$ cat config.mk
export PLATFORM = sky130hd
export DESIGN_NAME = level_debouncer
export DESIGN_NICKNAME = d
export VERILOG_FILES = /design/src/rtl/debounce_pkg.sv /design/src/rtl/level_synchronizer.sv /design/src/rtl/level_debouncer.sv
export SDC_FILE = /design/constraint.sdc
export NUM_CORES = 1
export LEC_CHECK = 0
export ABC_AREA = 1
export BUFFER_PORTS_ARGS = -buffer_cell sky130_fd_sc_hd__clkbuf_2
export CAP_MARGIN = 30
export CORE_MARGIN = 10
export CORE_UTILIZATION = 61
export DETAILED_ROUTE_END_ITERATION = 10
export MAX_ROUTING_LAYER = met4
export PLACE_DENSITY = 0.83
export SYNTH_ARGS = -nofsm -noshare
export SYNTH_HDL_FRONTEND = slang
export SYNTH_SLANG_ARGS = --single-unit
$ cat constraint.sdc
create_clock -name clk -period 2 [get_ports clk]
set_input_delay 0.5 -clock clk [delete_from_list [all_inputs] [get_ports clk]]
set_output_delay 0.5 -clock clk [all_outputs]
set_load 0.05 [all_outputs]
$ cat src/rtl/debounce_pkg.sv
// Shared types and helpers for the level debouncer and related IO blocks.
package debounce_pkg;

   // Debouncer FSM states: the MSB doubles as the debounced level.
   typedef enum logic [1:0] {
      ZERO  = 2'b00,
      WAIT1 = 2'b01,
      ONE   = 2'b10,
      WAIT0 = 2'b11
   } state_e;

   // Width of the qualification counter; at least one bit even for tiny counts.
   function automatic int cnt_width(input int cycles);
      int w;
      w = $clog2(cycles);
      return (w < 1) ? 1 : w;
   endfunction

endpackage

$ cat src/rtl/level_synchronizer.sv
// Multi-flop synchronizer bringing an asynchronous level into the clk domain.
module level_synchronizer #(
   parameter int SYNC_STAGES = 2
) (
   input  logic clk,
   input  logic rst_n,
   input  logic d_i,
   output logic q_o
);

   logic [SYNC_STAGES-1:0] sync_q;

   // Shift the raw level through the chain; only the first flop sees d_i.
   always_ff @(posedge clk or negedge rst_n) begin
      if (!rst_n) begin
         sync_q <= '0;
      end else begin
         // NOTE: non-blocking assignments make every stage take the previous
         // stage's old value, so the chain really is SYNC_STAGES flops deep.
         sync_q <= {sync_q[SYNC_STAGES-2:0], d_i};
      end
   end

   assign q_o = sync_q[SYNC_STAGES-1];

endmodule

$ cat src/rtl/level_debouncer.sv
// Debounces a raw asynchronous input into a clean level plus rise/fall ticks.
module level_debouncer #(
   parameter int SYNC_STAGES = 2,
   parameter int DB_CYCLES   = 1_000_000
) (
   input  logic clk,
   input  logic reset,
   input  logic raw_in,
   output logic db_level,
   output logic rise_tick,
   output logic fall_tick
);

   import debounce_pkg::*;

   localparam int            CW       = cnt_width(DB_CYCLES);
   localparam logic [CW-1:0] CNT_LOAD = CW'(DB_CYCLES - 1);
   localparam logic [CW-1:0] CNT_ONE  = CW'(1);

   logic          sync_in;
   state_e        state_q, state_d;
   logic [CW-1:0] cnt_q, cnt_d;
   logic          db_level_q, db_level_d;
   logic          rise_q, rise_d;
   logic          fall_q, fall_d;

   level_synchronizer #(
      .SYNC_STAGES(SYNC_STAGES)
   ) u_sync (
      .clk  (clk),
      .rst_n(reset),
      .d_i  (raw_in),
      .q_o  (sync_in)
   );

   // State and qualification counter register.
   always_ff @(posedge clk or negedge reset) begin
      if (!reset) begin
         state_q <= ZERO;
         cnt_q   <= '0;
      end else begin
         state_q <= state_d;
         cnt_q   <= cnt_d;
      end
   end

   // Next-state logic: a sync_in change always wins over counter expiry.
   always_comb begin
      // NOTE: every output gets a default first so no path leaves a value
      // unassigned, which would otherwise infer a latch.
      state_d = state_q;
      cnt_d   = cnt_q;
      rise_d  = 1'b0;
      fall_d  = 1'b0;
      case (state_q)
         ZERO: begin
            if (sync_in) begin
               state_d = WAIT1;
               cnt_d   = CNT_LOAD;
            end
         end
         WAIT1: begin
            if (!sync_in) begin
               state_d = ZERO;
            end else if (cnt_q == '0) begin
               state_d = ONE;
               rise_d  = 1'b1;
            end else begin
               cnt_d = cnt_q - CNT_ONE;
            end
         end
         ONE: begin
            if (!sync_in) begin
               state_d = WAIT0;
               cnt_d   = CNT_LOAD;
            end
         end
         WAIT0: begin
            if (sync_in) begin
               state_d = ONE;
            end else if (cnt_q == '0) begin
               state_d = ZERO;
               fall_d  = 1'b1;
            end else begin
               cnt_d = cnt_q - CNT_ONE;
            end
         end
         default: begin
            state_d = ZERO;
            cnt_d   = '0;
         end
      endcase
      db_level_d = (state_d == ONE) || (state_d == WAIT0);
   end

   // Registered level and edge ticks, aligned with the new state.
   always_ff @(posedge clk or negedge reset) begin
      if (!reset) begin
         db_level_q <= 1'b0;
         rise_q     <= 1'b0;
         fall_q     <= 1'b0;
      end else begin
         db_level_q <= db_level_d;
         rise_q     <= rise_d;
         fall_q     <= fall_d;
      end
   end

   assign db_level  = db_level_q;
   assign rise_tick = rise_q;
   assign fall_tick = fall_q;

endmodule

# After elaboration in Yosys (flattened, before gate mapping)
# Index checks and enable logic that the tools add are counted.
# W data, S select, Z words.
dict set report word_totals {
  reg_bits 27
  inputBits 3
  output_inout_bits 3
  word_cells 38
}
dict set report classes {
  add_sub_neg 1
  n_eq_ne 9
  mux 18
  n_reduce_logical 4
}
# operator count
set ops {}
lappend ops {{$mux W20} 5}
lappend ops {{$pmux W20 S4} 1}
lappend ops {{$logic_not A20 Y1} 1}
lappend ops {{$sub A20 B1 Y20 const B} 1}
lappend ops {{$mux W2} 6}
lappend ops {{$eq A2 B2 Y1 const B} 4}
lappend ops {{$pmux W2 S4} 1}
lappend ops {{$mux W1} 5}
lappend ops {{$ne A2 B1 Y1 const B} 2}
lappend ops {{$ne A2 B2 Y1 const B} 2}
lappend ops {{$reduce_and A4 Y1} 1}
lappend ops {{$eq A2 B1 Y1 const B} 1}
lappend ops {{$logic_not A2 Y1} 1}
lappend ops {{$logic_or A1 B1 Y1} 1}

# Longest topological paths before layout
# Gate-level depths: netlist of run 1.
dict set report logic_depth {
  word_depth 6
  ltp_mapped 10
  mapped_depth_nobuf 9
}

# Hierarchy
# Synthesis of run 1 repeated with hierarchy kept, for this count alone.
dict set report unflattened {
  hier_cells 216
  area_unflattened_um2 1627.8
}
# mod instances cells_per_inst area_each_um2 seq_area_each_um2
set by_module_without_submodules {}
lappend by_module_without_submodules {level_debouncer 1 214 1577.8 600.6}
lappend by_module_without_submodules {level_synchronizer 1 2 50.0 50.0}

# Worst setup path before layout of run 1
# No wires, ideal clock.
dict set report synth_path {
  path_type {register to register}
  start {register cnt_q[0]}
  end {register cnt_q[14]}
  setup_ns 0.119
  t_arrival_ns 1.446
  required_ns 1.881
  path_slack_ns 0.435
  path_stages_with_launch 11
  n_path_buf 1
  period_less_slack_ns 1.565
  path_cell_list {dfrtp_1 inv_1 ha_1 nand2_4 nor2_8 nand3_4 nand2_4 inv_4 buf_6 nand2_2 o21ai_2}
}
dict set report synth_via {
  elab_chain_cells 4
  word_cells_on_any_way 6
  cone_classes {add/sub: 1; mux: 4; reduce/logical: 1}
}
# item line_no
set synth_lines {}
lappend synth_lines {{from (decl)} level_debouncer.sv:22} ;# logic [CW-1:0] cnt_q, cnt_d;
lappend synth_lines {{from (signal assigned)} level_debouncer.sv:43} ;# cnt_q <= cnt_d;
lappend synth_lines {{$sub A20 B1 Y20 / $logic_not A20 Y1 (equally long branches)} -}
lappend synth_lines {{$mux W20 *} {level_debouncer.sv:65, level_debouncer.sv:81}}
lappend synth_lines {{$mux W20, on equally long branches} {level_debouncer.sv:79, level_debouncer.sv:63}}
lappend synth_lines {{$pmux W20 S4 *} level_debouncer.sv:55} ;# case (state_q)
# Every way passes the cells marked *; elsewhere a longest branch is shown, timed or not. The select of a mux whose other input is x is not followed.
# A chain may end at the register's enable or synchronous reset.

# Worst setup path in the final report of run 1
dict set report layout_path {
  start {register cnt_q[0]}
  end {register cnt_q[4]}
}
# The elaborated chain is that of the path after synthesis.

==> results of run 1 <==
## cell type report
type | count | area [µm²] | share of cell area, %
multi-input combinational | 158 | 855 | 48.8
sequential | 26 | 651 | 37.2
inverter | 30 | 115 | 6.58
timing repair buffer | 7 | 40.0 | 2.29
tap | 30 | 37.5 | 2.14
clock inverter | 1 | 30.0 | 1.72
clock buffer | 3 | 22.5 | 1.29
## metrics by stage
step                power, mW  instances  area (µm²)
global placement        0.799        251        1700
global route             1.21        255        1750
detailed placement      0.806        251        1700
finish                   1.15        255        1750
floorplan               0.760        219        1660
CTS                      1.16        255        1750
## report_power, final
part / switching, mW / leakage (nW) / internal [mW]
registers: 0.0295 / 0.320 / 0.554
logic: 0.143 / 0.582 / 0.0688
clock network: 0.155 / 0.0279 / 0.202
total: 0.328 / 0.929 / 0.825
## routing by layer
metal / vias up / track usage, %
met4: 0 / 3.23
met2: 22 / 21.7
met3: 2 / 1.90
met5: - / -
met1: 614 / 17.2
li1: 692 / -
## cell usage after synthesis (all sizes together)
cell type,count,area [µm²]
nand2,68,293
ha,1,12.5
inv,30,115
dfrtp,26,651
o21ai,17,119
nor3,1,5.00
xor2,6,60.1
nor2,32,174
buf,5,42.5
nand4,3,18.8
nand3,30,173
## kinds of logic (layout without fill, tap and decap cells)
kind of cell,after synthesis,count (layout)
AOI/OAI and AO/OA,17,17
buffers and inverters,35,41
and+or+nand+nor,134,134
xor gates and xnor gates,6,6
adders and majority gates,1,1
DFF,26,26
## registers in the layout, summed over array words and instances, names as in the netlist
name / cells
cnt_q: 20
db_level: 1
fall_tick: 1
rise_tick: 1
state_q: 1
u_sync.sync_q: 2
## final timing paths
path | startpoint | to | slack (ps) | cells past startpoint
max | cnt_q[0]$_DFFE_PN0P_ | cnt_q[4]$_DFFE_PN0P_ | 250 | 9
min | reset | cnt_q[11]$_DFFE_PN0P_ | 170 | 1
max reg2reg | cnt_q[0]$_DFFE_PN0P_ | cnt_q[4]$_DFFE_PN0P_ | 250 | 9
min reg2reg | u_sync.sync_q[0]$_DFF_PN0_ | u_sync.sync_q[1]$_DFF_PN0_ | 370 | 0
max in group asynchronous | reset | cnt_q[3]$_DFFE_PN0P_ | 1420 | 1
min in group clk | raw_in | u_sync.sync_q[0]$_DFF_PN0_ | 280 | 1
==> out/results.ini, run 1 <==
[run_status]
status=complete, no violations

[sta]
fin_worst_skew_ps=9.76
finalSetupViolCount=0
rsz0062_at_grt=no
fin_crit_ps=1750
max_freq_mhz=573
tightest_slew_ps=626
hold_ws_ps=166
drv_slew=0
slew_headroom_pct=58.3
finalWorstSetupSlack_ps=255
post-route-period-util_pct=87.3
final.setup.tns_ps=0
hold_viol_final=0

[pwr]
power.leakage_nw=0.929
vdd_drop_max_v=0.000514
cellPowerDensity_nw_per_um2=658

[die]
coreArea_um2=2540
die_w_um=72.2
die_y_um=72.2
initial_core_util_pct=65.3
fp.dieArea_um2=5210
num_rows=18
design.portCount=6

[synthesis]
synthCells=219
yosysSeqAreaShare_pct=39.1
synthAdderAreaFrac_pct=0.752
synth_compound_area_share_pct=7.15
syn_area_um2=1660
synthMuxAreaShare_pct=0
yosysWarnings=0
synth_top_family_by_area=simple AND/OR/NAND/NOR gates
synthSimpleGateAreaFrac_pct=39.9
synth_area_per_cell_um2=7.59
synth_seq_cells=26
synth_xor_area_share_pct=3.61
yosysUniqueCellTypes=24
synth_nets=223

[global_route]
antenna_found_initial=0
grt_pass1_wl_um=5740
overflow=0
grt_pass1_vias=1325
grtUsageTotal_pct=13.4
grt_max_degree=27

[setup_path]
path_delay_family=simple AND/OR/NAND/NOR gates
cp.required_ps=2210
crit_buf_inv=2
endpoint_kind=flop
path_class=flop to flop
max_stage_delay_ps=380
crit_chain=inv_1 > ha_1 > nand2_4 > nor2_8 > nand3_4 > nand2_4 > inv_4 > o21ai_0 > o21ai_2
cp_slowest_cell=dfrtp_1
crit_top_cell=nand2_4
path_max_fanout=22
worstPathArrival_ps=1960
start_kind=flop

[detailed_routing]
antenna_left=0
vias=1330
wl_met3_um=110
wl_per_cell_um=12.0
drt_iter0_markers=75
drt_wl_total_um=3050
route.detailed.drc=0
met1_length_um=1470
dr.max_layer_used=met4
met2_length_um=1450
viasPerCell=5.22
drt-pass1-iter-count=4

[clock_network]
cts_buffers=3
cts_hold_buf=0
cts-root-buf=clkbuf_4
path_clk_slew_ps=150
clock_sinks=26
post_cts_buffers=0
cts.path.max_buffers=2
cts_tree=built
post_cts_resize_count=0
cts.htree.levels=1
clock_latency_ps=320

[place]
dp_slack_ps=269
dp.final_hpwl_um=2360
io_buffers=5
place.gp.congestion=0.937

[hold_path]
min_path_type=input pin to asynchronous set/reset pin

[layout]
area_delta_synth_final_pct=5.27
finish.utilization_pct=68.8
fin_nets=230
fill_cells=232
mostFrequentLayoutCell=nand2_1
final_cell_mix=57 x nand2_1, 29 x inv_1, 27 x nand3_1
post_route_cells_drive_above_1_share_pct=19.6
num_antenna_cells=0

[flow_run]
maxCapViolCount=0

(Power assumes the default switching activity.)
==> inputs of run 2 (changes only) <==
--- a/config.mk
+++ b/config.mk
@@ -8,11 +8,12 @@
 export ABC_AREA = 1
 export BUFFER_PORTS_ARGS = -buffer_cell sky130_fd_sc_hd__clkbuf_2
 export CAP_MARGIN = 30
+export CORE_ASPECT_RATIO = 1.5
 export CORE_MARGIN = 10
-export CORE_UTILIZATION = 61
+export CORE_UTILIZATION = 30
 export DETAILED_ROUTE_END_ITERATION = 10
 export MAX_ROUTING_LAYER = met4
-export PLACE_DENSITY = 0.83
+export PLACE_DENSITY = 0.49
 export SYNTH_ARGS = -nofsm -noshare
 export SYNTH_HDL_FRONTEND = slang
 export SYNTH_SLANG_ARGS = --single-unit
==> run 2 against run 1 <==
Die area grew 72%. Hold slack gained 73 ps. Sequential power about the same. Count of clock-buffer cells in the layout stayed put. Flip-flop and latch count unchanged. Power grew 8.8%.
==> out/results.ini, run 2 (same netlist as run 1, synthesis figures left out) <==
[run_status]
status=complete, no violations  ; unchanged

[global_route]
grt_max_degree=27  ; unchanged
grt_pass1_vias=1302  ; was 1,325
overflow=0  ; unchanged
grt_pass1_wl_um=6240  ; was 5740 µm
grtUsageTotal_pct=8.96  ; was 13.4%
antenna_found_initial=0  ; unchanged

[detailed_routing]
drt_iter0_markers=82  ; was 75
vias=1349  ; was 1,330
antenna_left=0  ; unchanged
viasPerCell=4.57  ; was 5.22
route.detailed.drc=0  ; unchanged
drt-pass1-iter-count=4  ; unchanged
wl_per_cell_um=12.4  ; was 12.0 µm
drt_wl_total_um=3660  ; was 3050 µm

[setup_path]
worstPathArrival_ps=1880  ; was 1960 ps
cp.required_ps=2170  ; was 2210 ps
path_class=flop to flop  ; unchanged
endpoint_kind=flop  ; unchanged
start_kind=flop  ; unchanged
path_max_fanout=22  ; unchanged

[pwr]
total_power_mw=1.25  ; was 1.15 mW
cellPowerDensity_nw_per_um2=689  ; was 658 nW/µm²
vdd_drop_max_v=0.000279  ; was 0.000514 V
power.leakage_nw=0.937  ; was 0.929 nW

[die]
num_rows=33  ; was 18
initial_core_util_pct=30.7  ; was 65.3%
die_y_um=111  ; was 72.2 µm
design.portCount=6  ; unchanged
die_w_um=80.8  ; was 72.2 µm
coreArea_um2=5410  ; was 2540 µm²
fp.dieArea_um2=8980  ; was 5210 µm²

[sta]
tightest_slew_ps=682  ; was 626 ps
fin_worst_skew_ps=4.88  ; was 9.76 ps
hold_viol_final=0  ; unchanged
fin_crit_ps=1710  ; was 1750 ps
drv_slew=0  ; unchanged
slew_headroom_pct=54.5  ; was 58.3%
rsz0062_at_grt=no  ; unchanged
finalWorstSetupSlack_ps=287  ; was 255 ps
hold_ws_ps=239  ; was 166 ps
post-route-period-util_pct=85.6  ; was 87.3%
finalSetupViolCount=0  ; unchanged
max_freq_mhz=584  ; was 573 MHz
final.setup.tns_ps=0  ; unchanged

[clock_network]
clock_sinks=26  ; unchanged
post_cts_resize_count=0  ; unchanged
clock_latency_ps=280  ; was 320 ps
cts_buffers=3  ; unchanged
path_clk_slew_ps=100  ; was 150 ps
cts.htree.levels=1  ; unchanged
cts-root-buf=clkbuf_8  ; was clkbuf_4
cts.path.max_buffers=2  ; unchanged
cts_hold_buf=0  ; unchanged
cts_tree=built  ; unchanged
post_cts_buffers=0  ; unchanged

[layout]
mostFrequentLayoutCell=nand2_1  ; unchanged
largest_reg_flops=20  ; unchanged
regArea_um2=651  ; unchanged
fin_nets=230  ; unchanged
fill_cells=588  ; was 232
post_route_cells_drive_above_1_share_pct=19.6  ; unchanged
finish.utilization_pct=33.6  ; was 68.8%
final_cell_mix=57 x nand2_1, 29 x inv_1, 27 x nand3_1  ; unchanged
reg_top3=cnt_q x20, u_sync.sync_q x2  ; unchanged
num_antenna_cells=0  ; unchanged
multi_input_area_um2=855  ; unchanged
area_delta_synth_final_pct=9.41  ; was 5.27%
regMostFlops=cnt_q  ; unchanged

[place]
place.gp.congestion=0.819  ; was 0.937
io_buffers=5  ; unchanged
dp.final_hpwl_um=2780  ; was 2360 µm
dp_slack_ps=296  ; was 269 ps

[hold_path]
min_path_type=input pin to asynchronous set/reset pin  ; unchanged

[flow_run]
maxCapViolCount=0  ; unchanged

-- run 2: routing by layer --
| metal | up-vias | global-route usage [%] | share of wire (%) |
|---|---|---|---|
| li1 | 693 | - | - |
| met5 | - | - | 0 |
| met1 | 635 | 9.67 | 41 |
| met2 | 13 | 15.2 | 54 |
| met3 | 8 | 1.22 | 1.5 |
| met4 | 0 | 4.63 | 3.8 |
-- run 2: worst paths after layout --
check	from	end	cells past startpoint	slack [ps]
worst max-delay path	cnt_q[0]$_DFFE_PN0P_	cnt_q[4]$_DFFE_PN0P_	9	290
worst min register to register	u_sync.sync_q[0]$_DFF_PN0_	u_sync.sync_q[1]$_DFF_PN0_	0	360
worst min-delay path	reset	cnt_q[2]$_DFFE_PN0P_	1	240
max in group asynchronous	reset	cnt_q[15]$_DFFE_PN0P_	1	1320
min in group clk	raw_in	u_sync.sync_q[0]$_DFF_PN0_	1	320
worst max register to register	cnt_q[0]$_DFFE_PN0P_	cnt_q[4]$_DFFE_PN0P_	9	290
-- run 2: power by group --
group	total (mW)	internal [mW]	leakage, nW	switching [mW]
clock network	0.456	0.268	0.0357	0.188
registers	0.585	0.553	0.320	0.0312
logic	0.213	0.0686	0.582	0.144
total	1.25	0.890	0.937	0.364
-- run 2: worst max-delay path, stage by stage, from the launching register on --
cell and delay (ps):
dfrtp_1 370, inv_1 120, ha_1 250, nand2_4 100, nor2_8 160, nand3_4 140, nand2_4 120, inv_4 120
o21ai_0 140, o21ai_2 70
-- run 2: final cells by class --
class / instances / share of cell area, %
clock buffer: 3 / 2.27
clock inverter: 1 / 1.65
sequential: 26 / 35.8
tap: 70 / 4.81
multi-input combinational: 158 / 47.0
timing repair buffer: 7 / 2.20
inverter: 30 / 6.33
-- run 2: metrics by stage --
step,instance area (µm²),instances
after detailed placement,1750,291
after floorplan,1660,219
final,1820,295
after CTS,1820,295
after global routing,1820,295
after global placement,1750,291
